`src/rtl/mac_operand_feeder.sv`:
```
// mac_operand_feeder
//   Buffers a host-loaded vector of 4-bit operand pairs and streams it into a
//   free-running 4x4 MAC, one pair per clock. The MAC has no clear, so the
//   accumulator is snapshotted when a run starts. When the run ends, the
//   modulo-256 difference is reported as the dot product for that vector.
//
// Ports
//   clk       rising-edge clock shared with the MAC
//   rst_n     synchronous active-low reset
//   in_valid  host offers an operand pair
//   in_ready  buffer accepts a pair this cycle
//   in_data   operand pair {b[7:4], a[3:0]}
//   start     begin streaming the buffered vector (ignored while busy)
//   mac_a     registered operand a to the MAC (0 when not streaming)
//   mac_b     registered operand b to the MAC (0 when not streaming)
//   mac_acc   MAC accumulator output (acc <= acc + a*b every edge)
//   result    dot product of the last vector, modulo 256
//   done      one-cycle pulse when result is updated
//   busy      high in FEED and SETTLE
//   count     number of pairs currently buffered
module mac_operand_feeder #(
    parameter int DEPTH = 8
) (
    input  logic                   clk,
    input  logic                   rst_n,
    input  logic                   in_valid,
    output logic                   in_ready,
    input  logic [7:0]             in_data,
    input  logic                   start,
    output logic [3:0]             mac_a,
    output logic [3:0]             mac_b,
    input  logic [7:0]             mac_acc,
    output logic [7:0]             result,
    output logic                   done,
    output logic                   busy,
    output logic [$clog2(DEPTH):0] count
);

    localparam int AW = $clog2(DEPTH);
    localparam logic [AW:0] FULL = (AW + 1)'(DEPTH);

    typedef enum logic [1:0] {
        IDLE,
        FEED,
        SETTLE
    } state_t;

    state_t        state;
    state_t        next_state;
    logic          wr_en;
    logic          rd_en;
    logic          empty_done;
    logic          settle_done;
    logic [AW-1:0] wr_ptr;
    logic [AW-1:0] rd_ptr;
    logic [7:0]    base;
    logic [7:0]    mem [DEPTH];

    assign busy     = (state != IDLE);
    assign in_ready = (state == IDLE) && (count < FULL) && !start;

    // NOTE: every signal written here gets a default first, so no path
    // through the case statement can leave a value held (no latch).
    always_comb begin
        next_state  = state;
        wr_en       = 1'b0;
        rd_en       = 1'b0;
        empty_done  = 1'b0;
        settle_done = 1'b0;
        case (state)
            IDLE: begin
                // in_ready already excludes start, so a write and a run
                // start never share an edge.
                wr_en = in_valid && in_ready;
                if (start) begin
                    if (count != '0) begin
                        rd_en      = 1'b1;
                        next_state = FEED;
                    end else begin
                        empty_done = 1'b1;
                    end
                end
            end
            FEED: begin
                if (count != '0) begin
                    rd_en = 1'b1;
                end else begin
                    next_state = SETTLE;
                end
            end
            SETTLE: begin
                // Operands are zero for this cycle, so mac_acc is final.
                settle_done = 1'b1;
                next_state  = IDLE;
            end
            default: next_state = IDLE;
        endcase
    end

    // NOTE: the operand buffer has no reset; only pointers and count define
    // which entries are live, so clearing the storage would buy nothing.
    always_ff @(posedge clk) begin
        if (wr_en) begin
            mem[wr_ptr] <= in_data;
        end
    end

    // NOTE: all state updates use non-blocking assignments so every register
    // sees the pre-edge values of the others, matching hardware behaviour.
    always_ff @(posedge clk) begin
        if (!rst_n) begin
            state  <= IDLE;
            wr_ptr <= '0;
            rd_ptr <= '0;
            count  <= '0;
            mac_a  <= '0;
            mac_b  <= '0;
            result <= '0;
            done   <= 1'b0;
            base   <= '0;
        end else begin
            state <= next_state;
            done  <= empty_done || settle_done;

            // Pointers wrap naturally because DEPTH is a power of two.
            if (wr_en) begin
                wr_ptr <= wr_ptr + AW'(1);
                count  <= count + (AW + 1)'(1);
            end else if (rd_en) begin
                rd_ptr <= rd_ptr + AW'(1);
                count  <= count - (AW + 1)'(1);
            end

            // Outside a read, operands drop to zero so the MAC holds its value.
            if (rd_en) begin
                {mac_b, mac_a} <= mem[rd_ptr];
            end else begin
                {mac_b, mac_a} <= '0;
            end

            // Operands are still zero at the start edge, so the accumulator
            // sampled here equals its value after that edge.
            if (state == IDLE && rd_en) begin
                base <= mac_acc;
            end

            if (empty_done) begin
                result <= '0;
            end else if (settle_done) begin
                result <= mac_acc - base;
            end
        end
    end

endmodule

```
`config.mk`:
```
export PLATFORM = sky130hd
export DESIGN_NAME = mac_operand_feeder
export DESIGN_NICKNAME = d
export VERILOG_FILES = /design/src/rtl/mac_operand_feeder.sv
export SDC_FILE = /design/constraint.sdc
export NUM_CORES = 1
export LEC_CHECK = 0
export ABC_AREA = 1
export ABC_CLOCK_PERIOD_IN_PS = 2950
export BUFFER_PORTS_ARGS = -buffer_cell sky130_fd_sc_hd__buf_4
export CORE_MARGIN = 2
export CORE_UTILIZATION = 25
export DETAILED_ROUTE_END_ITERATION = 12
export SLEW_MARGIN = 5
export SYNTH_ARGS = -nofsm -noshare
export SYNTH_HDL_FRONTEND = slang
export SYNTH_SLANG_ARGS = --single-unit
```
`constraint.sdc`:
```
create_clock -name clk -period 2.95 [get_ports clk]
set_clock_uncertainty 0.2 [all_clocks]
set_input_delay 0.295 -clock clk [delete_from_list [all_inputs] [get_ports clk]]
set_output_delay 0.295 -clock clk [all_outputs]
set_load 0.01 [all_outputs]
```
== After elaboration in Yosys (flattened, before gate mapping) ==
Memories as Yosys holds them, arrays and structs flattened. A register that Yosys moved wholly into a read port is not among the register bits.
Index checks and enable logic that the tools add are counted.
Storage, ports and cells
  flip-flop bits (word level): 29
  memory bits (writable): 64
  input bits: 20
  output and inout port bits: 23
  logic and storage cells: 52
  memories kept: 1
Cells by class
  $add $sub $neg: 5
  magnitude comparators: 1
  equal/unequal tests: 5
  mux-type cells: 16
  bitwise logic cells: 2
  reduce and logical (&&, ||, !) cells: 15
Memory list
  mem: words 8, bits a word 8, read ports 1, clocked after memory_dff 1, wr ports 1, RTL line 57  | logic [7:0] mem [DEPTH];
Operator list (count)
  $mux 1: 9
  $mux 4: 2
  $sub 8x8->8: 1
  $add 3x1->3 const B: 2
  $mux 2: 3
  $add 4x1->4 const B: 1
  $logic_and 1x1->1: 4
  $lt 4x4->1 const B: 1
  $ne 2x2->1 const B: 2
  $pmux 2 s2: 1
  $reduce_and 2->1: 2
  $reduce_bool 2->1: 2
  $reduce_bool 4->1: 1
  $sub 4x1->4 const B: 1
  $reduce_and 3->1: 1
  $eq 2x1->1 const B: 1
  $eq 2x2->1 const B: 1
  $logic_not 1->1: 2
  $logic_not 2->1: 1
  $ne 2x1->1 const B: 1
  $not 1->1: 2
  $pmux 1 s2: 1
  $reduce_or 2->1: 1
  $logic_or 1x1->1: 1

== Longest topological paths before layout ==
  word-level depth: 7
  depth in mapped cells: 11
  mapped depth without buffers: 11

== Worst setup path before layout ==
OpenSTA, ideal clock, no wires.
  path kind: input -> register
  start point: input port start
  end point: memory mem[3][0], enable pin
  library setup time: 383 ps
  data arrival time: 1481 ps
  data required time: 2367 ps
  path slack: 886 ps
  cell stages on the path: 5
  path buffers: 0
  path through: inv_1 nand4_4 inv_1 nand2_1 nor3_1
On the way
  word-level cells in the longest chain between the ends: 6
RTL lines
  start, declared: RTL line 29  | input logic start,
  $logic_not 1->1: RTL line 60  | assign in_ready = (state == IDLE) && (count < FULL) && !start;
  $logic_and 1x1->1: RTL line 60
  $logic_and 1x1->1: RTL line 74  | wr_en = in_valid && in_ready;
  $mux 1: RTL line 70  | case (state)
  $mux 1: RTL line 103  | if (wr_en) begin
  $mux 1 (not written as such): RTL line 104  | mem[wr_ptr] <= in_data;
  end, declared: RTL line 57
Every way passes these cells.

== Worst setup path in the final report ==
  start point: register state[1]
  end point: memory mem[4][3], enable pin
On the way
  word-level cells in the longest chain between the ends: 7
RTL lines
  start, declared: RTL line 48  | state_t state;
  start signal, assigned: RTL line 122  | state <= next_state;
  $logic_not 2->1 (*): RTL line 60, 70
  $logic_and 1x1->1 (2 in a row): RTL line 60
  $logic_and 1x1->1: RTL line 74
  $mux 1 (*): RTL line 70
  $mux 1 (*): RTL line 103
  $mux 1 (not written as such) (*): RTL line 104
Every way passes the cells marked *; elsewhere a longest branch is shown, timed or not.

==> results.json <==
{
  "cts.htree.levels": 3,
  "min_period_ns": 2.15,
  "synth_edf_count": 64,
  "synthesis.nets": 451,
  "die_x_um": 136,
  "min_path_cells": 1,
  "ir_worst_vdd_mv": 0.461,
  "path_max_fanout": 11,
  "critPathSlowestCell": "nor2_1",
  "drive_gt1_frac": 0.185,
  "p_clk_frac": 0.264,
  "status": "completed",
  "p_seq_frac": 0.410,
  "hold_path.class": "in2reg",
  "cts_made_buffers": 9,
  "yosys.area.top_type": "edfxtp_1",
  "seq_area_frac_synth": 0.613,
  "swShare": 0.358,
  "wirelength_um": 9050,
  "synth_top_area_frac": 0.442,
  "fin_crit_sh": 0.729,
  "place_hpwl_um": 6270,
  "dieArea_um2": 18500,
  "fin_ws_ns": 0.799,
  "synth_most_common_cell": "nor2_1",
  "clock-root-buffer": "clkbuf_16",
  "critical_path.top_delay_family": "simple AND/OR/NAND/NOR gates",
  "row_count": 48,
  "ys_top_cells_by_area": "edfxtp_1, dfxtp_1, nor2_1",
  "max_cap_viol_count": 0,
  "synth.distinct_cells": 38,
  "grt_max_degree": 36,
  "tightest_slew_ns": 0.750,
  "synth_flop_cell": "edfxtp_1",
  "end_kind": "flip-flop",
  "clock-sinks": 101,
  "vias": 2996,
  "p_sw_mw": 1.54,
  "cts_tree": "yes",
  "reg2regPathDepth": 4,
  "clockBufferDepth": 2,
  "core_area_um2": 17100,
  "worstPathCellList": "nor2_4, nand4_4, or2_4, nor2_1",
  "worst_ep_required_time_ns": 2.73,
  "cts_resized": 0,
  "syn-mean-instance-area_um2": 10.4,
  "ys_async_sr_fraction": 0,
  "cts_hold_buf": 4,
  "drc": 0,
  "n_antenna_cell": 0,
  "clock_latency_ns": 0.35,
  "gp_congestion": 0.772,
  "grt_overflow": 0,
  "drt-pass1-iter-count": 4,
  "slew_headroom": 0.499,
  "grt_use_total": 0.104,
  "initial_utilization": 0.254,
  "path_class": "reg2reg",
  "max_freq_ghz": 0.465,
  "max_stage_delay_ns": 0.53,
  "postSynthCellCount": 418,
  "worstPathArrival_ns": 1.93,
  "rsz0062_at_grt": "no",
  "syn_area_um2": 4350,
  "critPathBufInv": 0,
  "grt_pass1_vias": 2899,
  "area_growth_pct": 20.2,
  "preCtsSetupSlack_ns": 0.657,
  "synth_common_cells": "nor2_1, edfxtp_1, nand2_1, o21ai_0, dfxtp_1",
  "tns_ns": 0,
  "critical_path_depth": 4,
  "yosysWarnings": 0,
  "cellLeakagePower_nw": 1.98,
  "drv_slew": 0,
  "cts_setup_buffers": 0,
  "final_hold_viol_count": 0,
  "critPathLaunchType": "flip-flop",
  "antenna_found_initial": 0,
  "io_pins": 43,
  "avgRoutedWirePerCell_um": 13.0,
  "nets": 499,
  "pwr-share-comb": 0.326,
  "p_per_area_nw_per_um2": 826,
  "die_height_um": 136,
  "internal-power_mw": 2.77,
  "clkTransAtPathRegs_ns": 0.07,
  "first_iter_violations": 260,
  "numPortBuffers": 42,
  "ys_seq_elements": 101,
  "setup_violations": 0,
  "fillCellCount": 1754,
  "grt_pass1_wl_um": 14800,
  "viasPerCell": 4.30,
  "detail-route-antenna-nets": 0
}
## worst reg2reg max path: cells and delay by family (launching register included)
family           cells  cell delay [ns]
AND/OR/NAND/NOR      4             1.21
flip-flops           1             0.36
## layout by cell type, fill, tap and decap left out, types with 3 or more instances in the layout
master and instances:
xor2_1 4, nor3_2 3, dfxtp_1 37, nand2_1 47, clkbuf_16 9, edfxtp_1 64
a21oi_1 25, inv_1 34, nand3_1 12, dlygate4sd3_1 4, o21ai_0 43, buf_4 48
inv_2 3, ha_1 11, nor2_1 74, o211ai_1 9, nor3_1 4, o22ai_1 8
nand2_2 3
## worst paths after layout
| kind | startpoint | to | slack, ns |
|---|---|---|---|
| worst max register to register | state[1]$_SDFFE_PN0P_ | mem[4][3]$_DFFE_PP_ | 0.80 |
| worst min-delay path | in_data[3] | mem[6][3]$_DFFE_PP_ | 0.006 |
| worst max-delay path | state[1]$_SDFFE_PN0P_ | mem[4][3]$_DFFE_PP_ | 0.80 |
| worst min register to register | base[5]$_SDFFE_PN0P_ | base[5]$_SDFFE_PN0P_ | 0.26 |
## sequential cells by signal, indices dropped and copies added, names as in the netlist
name,flops
state,2
rd_ptr,3
mem,64
count,4
mac_b,4
done,1
base,8
result,8
wr_ptr,3
mac_a,4
## per-stage QoR
step	hold slack [ns]	cell area [µm²]	instances	power, mW	utilization
2_1_floorplan	0.194	4350	418	2.81	-
3_3_place_gp	0.245	4890	676	3.18	0.286
3_5_place_dp	0.252	4890	676	3.21	0.286
4_1_cts	0.00318	5220	696	4.37	0.305
5_1_grt	0.00106	5220	696	4.62	0.305
6_report	0.00614	5220	696	4.31	0.305
## power by group through the flow
| stage | Combinational [mW] | Clock (mW) | Sequential [mW] |
|---|---|---|---|
| floorplan | 1.01 | 0 | 1.80 |
| global placement | 1.39 | 0 | 1.80 |
| detailed placement | 1.41 | 0 | 1.80 |
| CTS | 1.42 | 1.18 | 1.77 |
| global route | 1.60 | 1.24 | 1.79 |
| finish | 1.41 | 1.14 | 1.77 |
## logic make-up after synthesis
logic type / synth area share
compound gates: 0.113
fa+ha+maj: 0.0409
mux: 0.00230
flops: 0.613
simple gates: 0.167
xor+xnor: 0.0101
buf+inv: 0.0533
## layer usage
layer	wire length, µm	share of wire	vias to the layer above	global-route usage
met4	127	0.014	0	0.0382
met2	4190	0.46	75	0.166
met5	0	0	-	0
li1	-	-	1523	-
met3	545	0.060	10	0.0306
met1	4190	0.46	1388	0.135
## area by class of cell
type | count | area, µm² | area share
Sequential cell | 101 | 2660 | 0.510
Multi-Input combinational cell | 265 | 1450 | 0.278
Timing Repair Buffer | 52 | 400 | 0.0767
Tap cell | 225 | 282 | 0.0539
Clock buffer | 9 | 225 | 0.0431
Inverter | 37 | 139 | 0.0266
Clock inverter | 7 | 61.3 | 0.0117
Power figures use the tool's default switching activity.
